**config.mk**
```make
export PLATFORM = sky130hd
export DESIGN_NAME = ts_sampler_flat
export DESIGN_NICKNAME = d
export VERILOG_FILES = /design/src/rtl/ts_sampler_if.sv /design/src/rtl/ts_sampler.sv /design/src/flat_wrapper.sv
export SDC_FILE = /design/constraint.sdc
export NUM_CORES = 1
export LEC_CHECK = 0
export ABC_CLOCK_PERIOD_IN_PS = 2200
export CAP_MARGIN = 20
export CORE_MARGIN = 2
export CORE_UTILIZATION = 62
export DETAILED_ROUTE_END_ITERATION = 12
export DONT_BUFFER_PORTS = 1
export MAX_ROUTING_LAYER = met4
export PLACE_DENSITY_LB_ADDON = 0.15
export SKIP_CTS_REPAIR_TIMING = 1
export SYNTH_ARGS = -nofsm -noshare
export SYNTH_HDL_FRONTEND = slang
export SYNTH_SLANG_ARGS = --single-unit
```
**constraint.sdc**
```tcl
create_clock -name clk -period 2.2 [get_ports clk]
set_clock_uncertainty 0.15 [all_clocks]
set_input_delay 0.44 -clock clk [delete_from_list [all_inputs] [get_ports clk]]
set_output_delay 0.44 -clock clk [all_outputs]
set_load 0.02 [all_outputs]
```
**src/rtl/ts_sampler_if.sv**
```systemverilog
// Purpose : serial sensor bus plus published readings of the ts_sampler block.
// Latency : none, this file holds wiring only.
// Backpressure: none. The valid strobe is a one-cycle pulse and has no ready.
// Ports : miso1/miso2 carry sensor data into the sampler. sclk and cs_n drive the sensors.
//         ts1/ts2/err/valid/busy carry the published results.
//         master = sampler side, slave = sensors / consumer side.
interface ts_sampler_if;
   logic       miso1;
   logic       miso2;
   logic       sclk;
   logic       cs_n;
   logic [7:0] ts1;
   logic [7:0] ts2;
   logic       valid;
   logic [1:0] err;
   logic       busy;

   modport master (
      input  miso1, miso2,
      output sclk, cs_n, ts1, ts2, valid, err, busy
   );

   modport slave (
      output miso1, miso2,
      input  sclk, cs_n, ts1, ts2, valid, err, busy
   );
endinterface

```
**src/rtl/ts_sampler.sv**
```systemverilog
// Purpose : reads two serial temperature sensors that share cs_n and sclk.
//           The block publishes 8-bit readings ts1/ts2 and flags absent sensors (byte 8'hFF).
// Latency : a frame runs 1 + 16*CLK_DIV cycles from ASSERT entry to DONE entry.
//           valid repeats every SAMPLE_PERIOD + 2 + 16*CLK_DIV cycles.
// Backpressure: none. valid is a one-cycle strobe, and ts/err hold until the next DONE.
// Ports : clk, rst (synchronous, active-high), and bus (ts_sampler_if.master).
//         bus holds miso1/miso2 in, and sclk/cs_n/ts1/ts2/valid/err/busy out. All outputs are registered.
module ts_sampler #(
   parameter int CLK_DIV       = 4,
   parameter int SAMPLE_PERIOD = 1000
) (
   input  logic          clk,
   input  logic          rst,
   ts_sampler_if.master  bus
);

   localparam logic [1:0] S_IDLE   = 2'd0;
   localparam logic [1:0] S_ASSERT = 2'd1;
   localparam logic [1:0] S_SHIFT  = 2'd2;
   localparam logic [1:0] S_DONE   = 2'd3;

   localparam int DW = (CLK_DIV > 1) ? $clog2(CLK_DIV) : 1;
   localparam int WW = (SAMPLE_PERIOD > 1) ? $clog2(SAMPLE_PERIOD) : 1;
   localparam logic [DW-1:0] DIV_LAST  = DW'(CLK_DIV - 1);
   localparam logic [WW-1:0] WAIT_LOAD = WW'(SAMPLE_PERIOD - 1);

   logic [1:0]    state;
   logic [WW-1:0] wait_cnt;
   logic [DW-1:0] div_cnt;
   logic [2:0]    bit_cnt;
   logic [7:0]    sh1;
   logic [7:0]    sh2;

   always_ff @(posedge clk) begin
      if (rst) begin
         state     <= S_IDLE;
         wait_cnt  <= '0;
         div_cnt   <= '0;
         bit_cnt   <= 3'd0;
         sh1       <= 8'h00;
         sh2       <= 8'h00;
         bus.sclk  <= 1'b0;
         bus.cs_n  <= 1'b1;
         bus.ts1   <= 8'h00;
         bus.ts2   <= 8'h00;
         bus.valid <= 1'b0;
         bus.err   <= 2'b00;
         bus.busy  <= 1'b0;
      end else begin
         // valid is set only on the edge that enters DONE. It therefore lasts exactly one cycle.
         bus.valid <= 1'b0;
         case (state)
            S_IDLE: begin
               bus.cs_n <= 1'b1;
               bus.sclk <= 1'b0;
               if (wait_cnt == '0) begin
                  state    <= S_ASSERT;
                  bus.cs_n <= 1'b0;
                  bus.busy <= 1'b1;
               end else begin
                  wait_cnt <= wait_cnt - 1'b1;
               end
            end

            S_ASSERT: begin
               // This is the one-cycle setup with cs_n low before the first low phase.
               state   <= S_SHIFT;
               div_cnt <= '0;
               bit_cnt <= 3'd0;
            end

            S_SHIFT: begin
               if (div_cnt == DIV_LAST) begin
                  div_cnt <= '0;
                  // sclk doubles as the phase flag: low = first half of the bit, high = second half.
                  if (!bus.sclk) begin
                     bus.sclk <= 1'b1;
                     sh1      <= {sh1[6:0], bus.miso1};
                     sh2      <= {sh2[6:0], bus.miso2};
                  end else begin
                     bus.sclk <= 1'b0;
                     if (bit_cnt == 3'd7) begin
                        // The readings are published on the DONE-entry edge.
                        // This makes them visible in the same cycle as valid.
                        state     <= S_DONE;
                        bus.cs_n  <= 1'b1;
                        bus.valid <= 1'b1;
                        if (sh1 == 8'hFF) begin
                           bus.err[0] <= 1'b1;
                        end else begin
                           bus.ts1    <= sh1;
                           bus.err[0] <= 1'b0;
                        end
                        if (sh2 == 8'hFF) begin
                           bus.err[1] <= 1'b1;
                        end else begin
                           bus.ts2    <= sh2;
                           bus.err[1] <= 1'b0;
                        end
                     end else begin
                        bit_cnt <= bit_cnt + 3'd1;
                     end
                  end
               end else begin
                  div_cnt <= div_cnt + 1'b1;
               end
            end

            S_DONE: begin
               state    <= S_IDLE;
               wait_cnt <= WAIT_LOAD;
               bus.busy <= 1'b0;
            end

            default: begin
               state <= S_IDLE;
            end
         endcase
      end
   end

endmodule

```
**src/flat_wrapper.sv**
```systemverilog
// flat-port wrapper written by rule: the top's interface ports become plain ports
module ts_sampler_flat 
#(
   parameter int CLK_DIV       = 4,
   parameter int SAMPLE_PERIOD = 1000
)
  (clk, rst, bus_miso1, bus_miso2, bus_sclk, bus_cs_n, bus_ts1, bus_ts2, bus_valid, bus_err, bus_busy);
  ts_sampler_if bus_i ();
  input  logic clk;
  input  logic rst;
  input wire logic [$bits(bus_i.miso1)-1:0] bus_miso1;
  input wire logic [$bits(bus_i.miso2)-1:0] bus_miso2;
  output wire logic [$bits(bus_i.sclk)-1:0] bus_sclk;
  output wire logic [$bits(bus_i.cs_n)-1:0] bus_cs_n;
  output wire logic [$bits(bus_i.ts1)-1:0] bus_ts1;
  output wire logic [$bits(bus_i.ts2)-1:0] bus_ts2;
  output wire logic [$bits(bus_i.valid)-1:0] bus_valid;
  output wire logic [$bits(bus_i.err)-1:0] bus_err;
  output wire logic [$bits(bus_i.busy)-1:0] bus_busy;
  assign bus_i.miso1 = bus_miso1;
  assign bus_i.miso2 = bus_miso2;
  assign bus_sclk = bus_i.sclk;
  assign bus_cs_n = bus_i.cs_n;
  assign bus_ts1 = bus_i.ts1;
  assign bus_ts2 = bus_i.ts2;
  assign bus_valid = bus_i.valid;
  assign bus_err = bus_i.err;
  assign bus_busy = bus_i.busy;
  ts_sampler #(.CLK_DIV(CLK_DIV), .SAMPLE_PERIOD(SAMPLE_PERIOD)) u_core (.clk(clk), .rst(rst), .bus(bus_i));
endmodule
```
==> impl_metrics.tcl, run 1 <==
set metrics [dict create \
    ys_warn_count 0 \
    crit_path_start_kind "register" \
    setup-tns-final_ns 0 \
    cp_cell_sequence "inv_1 > ha_1 > or4b_2 > a311oi_1 > a21oi_1 > nor3_1" \
    p_per_area_nw_per_um2 1159 \
    antenna_found_initial 0 \
    rrSetupSlack_ns 0.28 \
    coreArea_sq_um 3661 \
    holdPathStages 1 \
    syn_area_sq_um 2346 \
    hold_path.class "input pin to register" \
    hold_viol 0 \
    p_leak_uw 0.001027 \
    fmax_mhz 520.6 \
    fillers 314 \
    maxSlewViolCount 0 \
    vias 1818 \
    io_pins 26 \
    hold-path-endpoint "u_core.div_cnt[1]$_SDFFE_PP0P_" \
    die_area_sq_um 4292 \
    cp-end-kind "register" \
    synth_top_flop_cell "dfxtp_1" \
    grt_start_max_net_pins 44 \
    dpl_worst_slack_ns 0.3038 \
    drc 0 \
    routed_via_density 5.790 \
    met2_length_microns 2189 \
    syn2layout_area_growth_pct 5.973 \
    synth_top_area_cell "dfxtp_1" \
    cts_buffers 5 \
    async_flop_share_pct 0 \
    grt-ovfl-total 0 \
    syn_area_per_cell_sq_um 8.853 \
    cp_slowest_stage_delay_ns 0.61 \
    synth_common_cells "dfxtp_1 (55), nand2_1 (41), a21oi_1 (28), nor2_1 (26), mux2i_1 (16)" \
    route.met3.wl_microns 76 \
    relSlewSlack_pct 64.02 \
    chipWidth_microns 65.52 \
    r2r-start "u_core.state[0]$_SDFFE_PP0P_" \
    clk_path_buf_depth 2 \
    fin_nets 277 \
    synth_seq_area_share_pct 46.93 \
    clock_latency_ns 0.29 \
    slowest_stage "or4b_2" \
    totalWireLength_microns 4353 \
    cts_max_level 2 \
    wl_met1_microns 2057 \
    dr.pass1.iters 6 \
    grt_pass1_vias 1710 \
    tritoncts "done" \
    synth_edf_count 0 \
    die_height_microns 65.52 \
    io_buffers 0 \
    dpl.hpwl_microns 3134 \
    worstHoldStart "rst" \
    wl_per_cell_microns 13.86 \
    critPathArrivalTime_ns 2.00 \
    tightest_slew_ns 0.5397 \
    grtUsageTotal_pct 22.85 \
    diodes 0 \
    root_buffer "clkbuf_8" \
    grt_pass1_wl_microns 7596 \
    synth_cell_types 39 \
    drt_iter0_markers 111 \
    yosys.area.top_type_share_pct 46.93 \
    peakVddDrop_uv 780.3 \
    clkTransAtPathRegs_ns 0.09 \
    initial_core_util_pct 64.08 \
    gp_congestion 0.8506 \
    yosysMostFrequentCell "dfxtp_1" \
    highest_layer "met4" \
    required_ns 2.27 \
    setup_ws_ns 0.2790 \
    core.rowCount 22 \
    worst-r2r-cell-count 6 \
    clock_sinks 55 \
    status "finished clean" \
    ant_nets 0 \
    fin_crit_ns 1.921 \
    maxCapViolations 0 \
    drive_gt1_share_pct 10.53 \
    fin_crit_sh_pct 87.32 \
    rsz0062_at_grt "false" \
    r2r-end "u_core.wait_cnt[3]$_SDFFE_PP0P_" \
    synth_area_leaders "dfxtp_1 (47%), mux2i_1 (6.8%), nand2_1 (6.6%), a21oi_1 (6.0%), ha_1 (4.3%)" \
    ys_seq_elements 55 \
    crit_fanout 4 \
    synthesis.nets 277 \
    syn_inst 265 \
    finalSetupViolCount 0 \
    worstSetupPathType "register to register" \
]
[layer usage]
layer,GRT usage (%),vias up
li1,-,920
met4,5.208,0
met1,27.93,881
met5,-,-
met2,40.31,13
met3,3.082,4
[placed cells by master (no fill, tap or decap), drive strengths merged, types with 6 or more instances in the layout]
| master | count |
|---|---|
| nand2 | 41 |
| a21oi | 28 |
| ha | 8 |
| nor2 | 26 |
| nand4 | 7 |
| clkbuf | 6 |
| nor3 | 6 |
| inv | 12 |
| dfxtp | 55 |
| o21ai | 13 |
| mux2i | 16 |
| buf | 6 |
[stage by stage]
stage               area [sq um]  util, %  hold WS, ns  total power [uW]  instances
global route                2486    67.91      0.02895              3085        314
finish                      2486    67.91      0.05195              2882        314
CTS                         2486    67.91      0.03818              2894        314
detailed placement          2387    65.21       0.3204              2325        306
floorplan                   2346        -       0.2985              2101        265
global placement            2387    65.21       0.3036              2303        306
[final cells by class]
cell class              instances  area (sq um)  share of cell area, %
multi-input cells             185          1136                  45.70
flip-flops and latches         55          1101                  44.29
clock buffers                   6         82.58                  3.322
well taps                      48         60.06                  2.416
repair buffers                  6         45.04                  1.812
inverters                      12         45.04                  1.812
clock inverters                 2         16.27                 0.6543
[worst max-delay path, delay by kind of cell, from the launching register on]
family | cells | cell delay, ns
buffers and inverters | 1 | 0.12
AND/OR/NAND/NOR | 2 | 0.73
flip-flops | 1 | 0.32
adder cells (fa/ha/maj) | 1 | 0.18
AO/OA/AOI/OAI | 2 | 0.35
[sequential cells by signal, indices dropped and copies added, names as in the netlist, 3 cells and up]
name	flops
u_core.sh2	8
u_core.sh1	8
u_core.bit_cnt	3
u_core.wait_cnt	10
u_core.bus.ts2	8
u_core.bus.ts1	8
[where the power goes]
part / total [uW] / switching, uW / internal [uW]
registers: 1250 / 137 / 1110
logic: 1060 / 572 / 486
clock network: 575 / 318 / 257
[kinds of logic after synthesis]
| kind of cell | count (synthesis) | synth area share [%] |
|---|---|---|
| mux | 16 | 6.827 |
| buf+inv | 25 | 4.640 |
| xor+xnor | 3 | 1.120 |
| compound gates | 59 | 16.32 |
| simple gates | 99 | 19.89 |
| flops | 55 | 46.93 |
| fa+ha+maj | 8 | 4.267 |
[worst max-delay path by stage]
stage,start,to,cells after the start
final,u_core.state[0]$_SDFFE_PP0P_,u_core.wait_cnt[3]$_SDFFE_PP0P_,6
after detailed placement,u_core.state[0]$_SDFFE_PP0P_,u_core.wait_cnt[3]$_SDFFE_PP0P_,6
after global placement,u_core.wait_cnt[0]$_SDFFE_PP0P_,u_core.wait_cnt[8]$_SDFFE_PP0P_,6
after global routing,u_core.state[0]$_SDFFE_PP0P_,u_core.wait_cnt[9]$_SDFFE_PP0P_,7
after floorplan,u_core.state[0]$_SDFFE_PP0P_,u_core.wait_cnt[3]$_SDFFE_PP0P_,7
after CTS,u_core.state[0]$_SDFFE_PP0P_,u_core.wait_cnt[3]$_SDFFE_PP0P_,6
Power figures use the tool's default switching activity.
==> inputs of run 2 (changes only) <==
- HOLD_SLACK_MARGIN: unset -> 0.03
==> impl_metrics.tcl, run 2 (synthesized netlist as in run 1, its figures left out) <==
set metrics [dict create \
    worstSetupPathType "register to register" \
    internal_power_uw 1857 \
    maxCapViolations 0 \
    holdPathStages 1 \
    clock_sinks 55 \
    tritoncts "done" \
    grtUsageTotal_pct 22.85 \
    clkTransAtPathRegs_ns 0.10 \
    grt-ovfl-total 0 \
    drc 0 \
    dpl_worst_slack_ns 0.3038 \
    cp_slowest_stage_delay_ns 0.61 \
    ant_nets 0 \
    fin_crit_sh_pct 87.32 \
    wl_per_cell_microns 14.09 \
    tightest_slew_ns 0.5402 \
    top_register "u_core.wait_cnt" \
    initial_core_util_pct 64.08 \
    required_ns 2.27 \
    worstHoldStart "rst" \
    setup_ws_ns 0.2789 \
    met2_length_microns 2200 \
    peakVddDrop_uv 783.7 \
    root_buffer "clkbuf_8" \
    fillers 313 \
    cp-end-kind "register" \
    dr.pass1.iters 5 \
    rsz0062_at_grt "false" \
    p_per_area_nw_per_um2 1157 \
    routed_via_density 5.829 \
    route.met3.wl_microns 94 \
    postLayoutCellArea_sq_um 2496 \
    p_leak_uw 0.001031 \
    drt_iter0_markers 130 \
    vias 1836 \
    totalWireLength_microns 4439 \
    crit_path_start "u_core.state[0]$_SDFFE_PP0P_" \
    coreArea_sq_um 3661 \
    clk_path_buf_depth 2 \
    drive_gt1_share_pct 10.49 \
    wl_met1_microns 2114 \
    hold_viol 0 \
    relSlewSlack_pct 63.98 \
    io_buffers 0 \
    status "finished clean" \
    chipWidth_microns 65.52 \
    cts_buffers 5 \
    grt_pass1_vias 1710 \
    crit_fanout 4 \
    antenna_found_initial 0 \
    p_clk_share_pct 20.0 \
    core.rowCount 22 \
    placed_cell_area_sq_um 2387 \
    grt_start_max_net_pins 44 \
    largest_reg_flops 10 \
    slowest_stage "or4b_2" \
    syn2layout_area_growth_pct 6.400 \
    power_frac_seq_pct 43.2 \
    cts_max_level 2 \
    die_area_sq_um 4292 \
    setup-tns-final_ns 0 \
    worst-r2r-cell-count 6 \
    grt_pass1_wl_microns 7596 \
    die_height_microns 65.52 \
    fin_nets 278 \
    comb_power_share_pct 36.8 \
    net-switching-power_uw 1032 \
    crit_path_start_kind "register" \
    r2r-start "u_core.state[0]$_SDFFE_PP0P_" \
    gp_congestion 0.8506 \
    finalSetupViolCount 0 \
    io_pins 26 \
    final_util_pct 68.18 \
    dpl.hpwl_microns 3134 \
    critPathArrivalTime_ns 2.00 \
    clock_latency_ns 0.30 \
    highest_layer "met4" \
    fin_crit_ns 1.921 \
    fmax_mhz 520.5 \
    maxSlewViolCount 0 \
    final_cell_mix "dfxtp_1 (55), nand2_1 (41), a21oi_1 (28)" \
    hold_ws_ns 0.05043 \
    swShare_pct 35.73 \
    diodes 0 \
    hold_path.class "input pin to register" \
    cp_cell_sequence "inv_1 > ha_1 > or4b_2 > a311oi_1 > a21oi_1 > nor3_1" \
    final_common_cell "dfxtp_1" \
]
==> run 2: critical path, delay by kind of cell, from the launching register on <==
family                     cells  cell delay, ns
and+or+nand+nor                2            0.73
AOI/OAI and AO/OA              2            0.35
DFF                            1            0.32
adders and majority gates      1            0.18
buffers and inverters          1            0.12
==> run 2: worst paths after layout <==
path              slack (ns)                              end
hold / removal          0.05       u_core.sh2[5]$_SDFFE_PP0P_
setup / recovery        0.28  u_core.wait_cnt[3]$_SDFFE_PP0P_
setup reg to reg        0.28  u_core.wait_cnt[3]$_SDFFE_PP0P_
hold reg to reg         0.34   u_core.div_cnt[1]$_SDFFE_PP0P_
==> run 2: metrics by stage <==
step,power (uW),instances
3_5_place_dp,2325,306
2_1_floorplan,2101,265
3_3_place_gp,2303,306
5_1_grt,3087,315
6_report,2889,315
4_1_cts,2894,314
==> run 2: cell type report <==
class,count,area [sq um],share of cell area [%]
Clock buffer,6,82.58,3.308
Clock inverter,2,16.27,0.6516
Timing Repair Buffer,7,55.05,2.206
Inverter,12,45.04,1.805
Multi-Input combinational cell,185,1136,45.51
Tap cell,48,60.06,2.406
Sequential cell,55,1101,44.11
==> run 2: routing by layer <==
layer	up-vias	global-route usage [%]
met5	-	-
met4	0	5.208
met3	4	3.082
met2	20	40.31
met1	889	27.93
li1	923	-
==> run 2: power groups by stage <==
| stage | clock network, uW | registers [uW] | logic [uW] |
|---|---|---|---|
| global placement | 0 | 1270 | 1040 |
| floorplan | 0 | 1240 | 860 |
| global route | 622 | 1260 | 1200 |
| finish | 577 | 1250 | 1060 |
| detailed placement | 0 | 1270 | 1050 |
| CTS | 590 | 1250 | 1060 |
==> inputs of run 3 (changes only) <==
- HOLD_SLACK_MARGIN: 0.03 -> unset
- REMOVE_ABC_BUFFERS: unset -> 1
==> impl_metrics.tcl, run 3 (synthesized netlist as in run 1, its figures left out) <==
set metrics [dict create \
    multi_input_area_sq_um 1136 \
    gp_congestion 0.9298 \
    grtUsageTotal_pct 23.18 \
    maxSlewViolCount 0 \
    top_usage_layer "met2" \
    initial_core_util_pct 64.08 \
    cp_cell_sequence "inv_1 > ha_1 > or4b_2 > a311oi_1 > a21oi_1 > nor3_1" \
    setup-tns-final_ns 0 \
    placed_cell_area_sq_um 2380 \
    peakVddDrop_uv 780.7 \
    diodes 0 \
    crit_fanout 4 \
    gr-usage-met3_pct 7.192 \
    die_area_sq_um 4292 \
    die_height_microns 65.52 \
    wl_per_cell_microns 13.69 \
    use_met2_pct 35.97 \
    grt_pass1_wl_microns 7424 \
    path_delay_family "simple AND/OR/NAND/NOR gates" \
    crit_path_start_kind "register" \
    finalSetupViolCount 0 \
    setup_ws_ns 0.3015 \
    postLayoutCellArea_sq_um 2469 \
    critPathArrivalTime_ns 1.99 \
    p_leak_uw 0.001016 \
    drive_gt1_share_pct 9.811 \
    drt_iter0_markers 120 \
    maxCapViolations 0 \
    clkTransAtPathRegs_ns 0.09 \
    slowest_stage "or4b_2" \
    routed_via_density 5.735 \
    required_ns 2.29 \
    final_common_cell "dfxtp_1" \
    cp_slowest_stage_delay_ns 0.61 \
    relSlewSlack_pct 62.94 \
    dpl.hpwl_microns 2951 \
    chipWidth_microns 65.52 \
    syn2layout_area_growth_pct 5.227 \
    p_per_area_nw_per_um2 1158 \
    fin_crit_ns 1.898 \
    dr.pass1.iters 4 \
    grt_start_max_net_pins 44 \
    grt_pass1_vias 1694 \
    fin_crit_sh_pct 86.29 \
    use_met1_pct 28.54 \
    io_pins 26 \
    fin_nets 276 \
    core.rowCount 22 \
    hold_path.class "input pin to register" \
    totalWireLength_microns 4284 \
    cts_buffers 5 \
    tightest_slew_ns 0.5559 \
    antenna_found_initial 0 \
    fmax_mhz 526.7 \
    rsz0062_at_grt "false" \
    clk_path_buf_depth 2 \
    final_cell_mix "dfxtp_1 (55), nand2_1 (41), a21oi_1 (28)" \
    ant_nets 0 \
    largest_reg_flops 10 \
    dpl_worst_slack_ns 0.3111 \
    cp-end-kind "register" \
    worstSetupPathType "register to register" \
    vias 1795 \
    area.sequential_sq_um 1101 \
    cts_max_level 2 \
    tritoncts "done" \
    root_buffer "clkbuf_8" \
    clock_sinks 55 \
    grt-ovfl-total 0 \
    top_register "u_core.wait_cnt" \
    clock_latency_ns 0.31 \
    path_buf_inv 1 \
    fillers 306 \
    hold_viol 0 \
    io_buffers 0 \
    power_uw 2858 \
    status "finished clean" \
    coreArea_sq_um 3661 \
    drc 0 \
]
run 3: final timing paths:
check / from / end / slack (ns) / cells past startpoint
hold / removal: rst / u_core.bus.ts1[2]$_SDFFE_PP0P_ / 0.04 / 1
setup / recovery: u_core.state[0]$_SDFFE_PP0P_ / u_core.wait_cnt[3]$_SDFFE_PP0P_ / 0.30 / 6
hold reg to reg: u_core.div_cnt[1]$_SDFFE_PP0P_ / u_core.div_cnt[1]$_SDFFE_PP0P_ / 0.33 / 2
setup reg to reg: u_core.state[0]$_SDFFE_PP0P_ / u_core.wait_cnt[3]$_SDFFE_PP0P_ / 0.30 / 6
run 3: final cells by class:
type                       instances  area share (%)
timing repair buffer               5           1.521
sequential                        55           44.60
multi-input combinational        185           46.02
tap                               48           2.433
clock inverter                     2          0.6589
inverter                          12           1.825
clock buffer                       6           2.940
run 3: metal layers:
metal  vias to the layer above  part of all wire, %
li1                        915                    -
met5                         -                    0
met2                        35                   46
met4                         0                 0.98
met3                         6                  5.3
met1                       839                   48
run 3: per-stage QoR:
step | instances | hold WS (ns) | util, %
detailed placement | 305 | 0.3135 | 65.00
floorplan | 252 | 0.2925 | -
global route | 313 | 0.01009 | 67.43
CTS | 313 | 0.02488 | 67.43
global placement | 305 | 0.3075 | 65.00
finish | 313 | 0.03819 | 67.43
run 3: power by group:
group	internal [uW]	switching (uW)	total, uW
sequential	1110	137	1250
clock	229	327	556
combinational	486	567	1050
run 3: worst reg2reg max path, cell delays in order (launching register included):
cell and delay, ns:
dfxtp_1 0.33, inv_1 0.11, ha_1 0.18, or4b_2 0.61
a311oi_1 0.26, a21oi_1 0.07, nor3_1 0.13
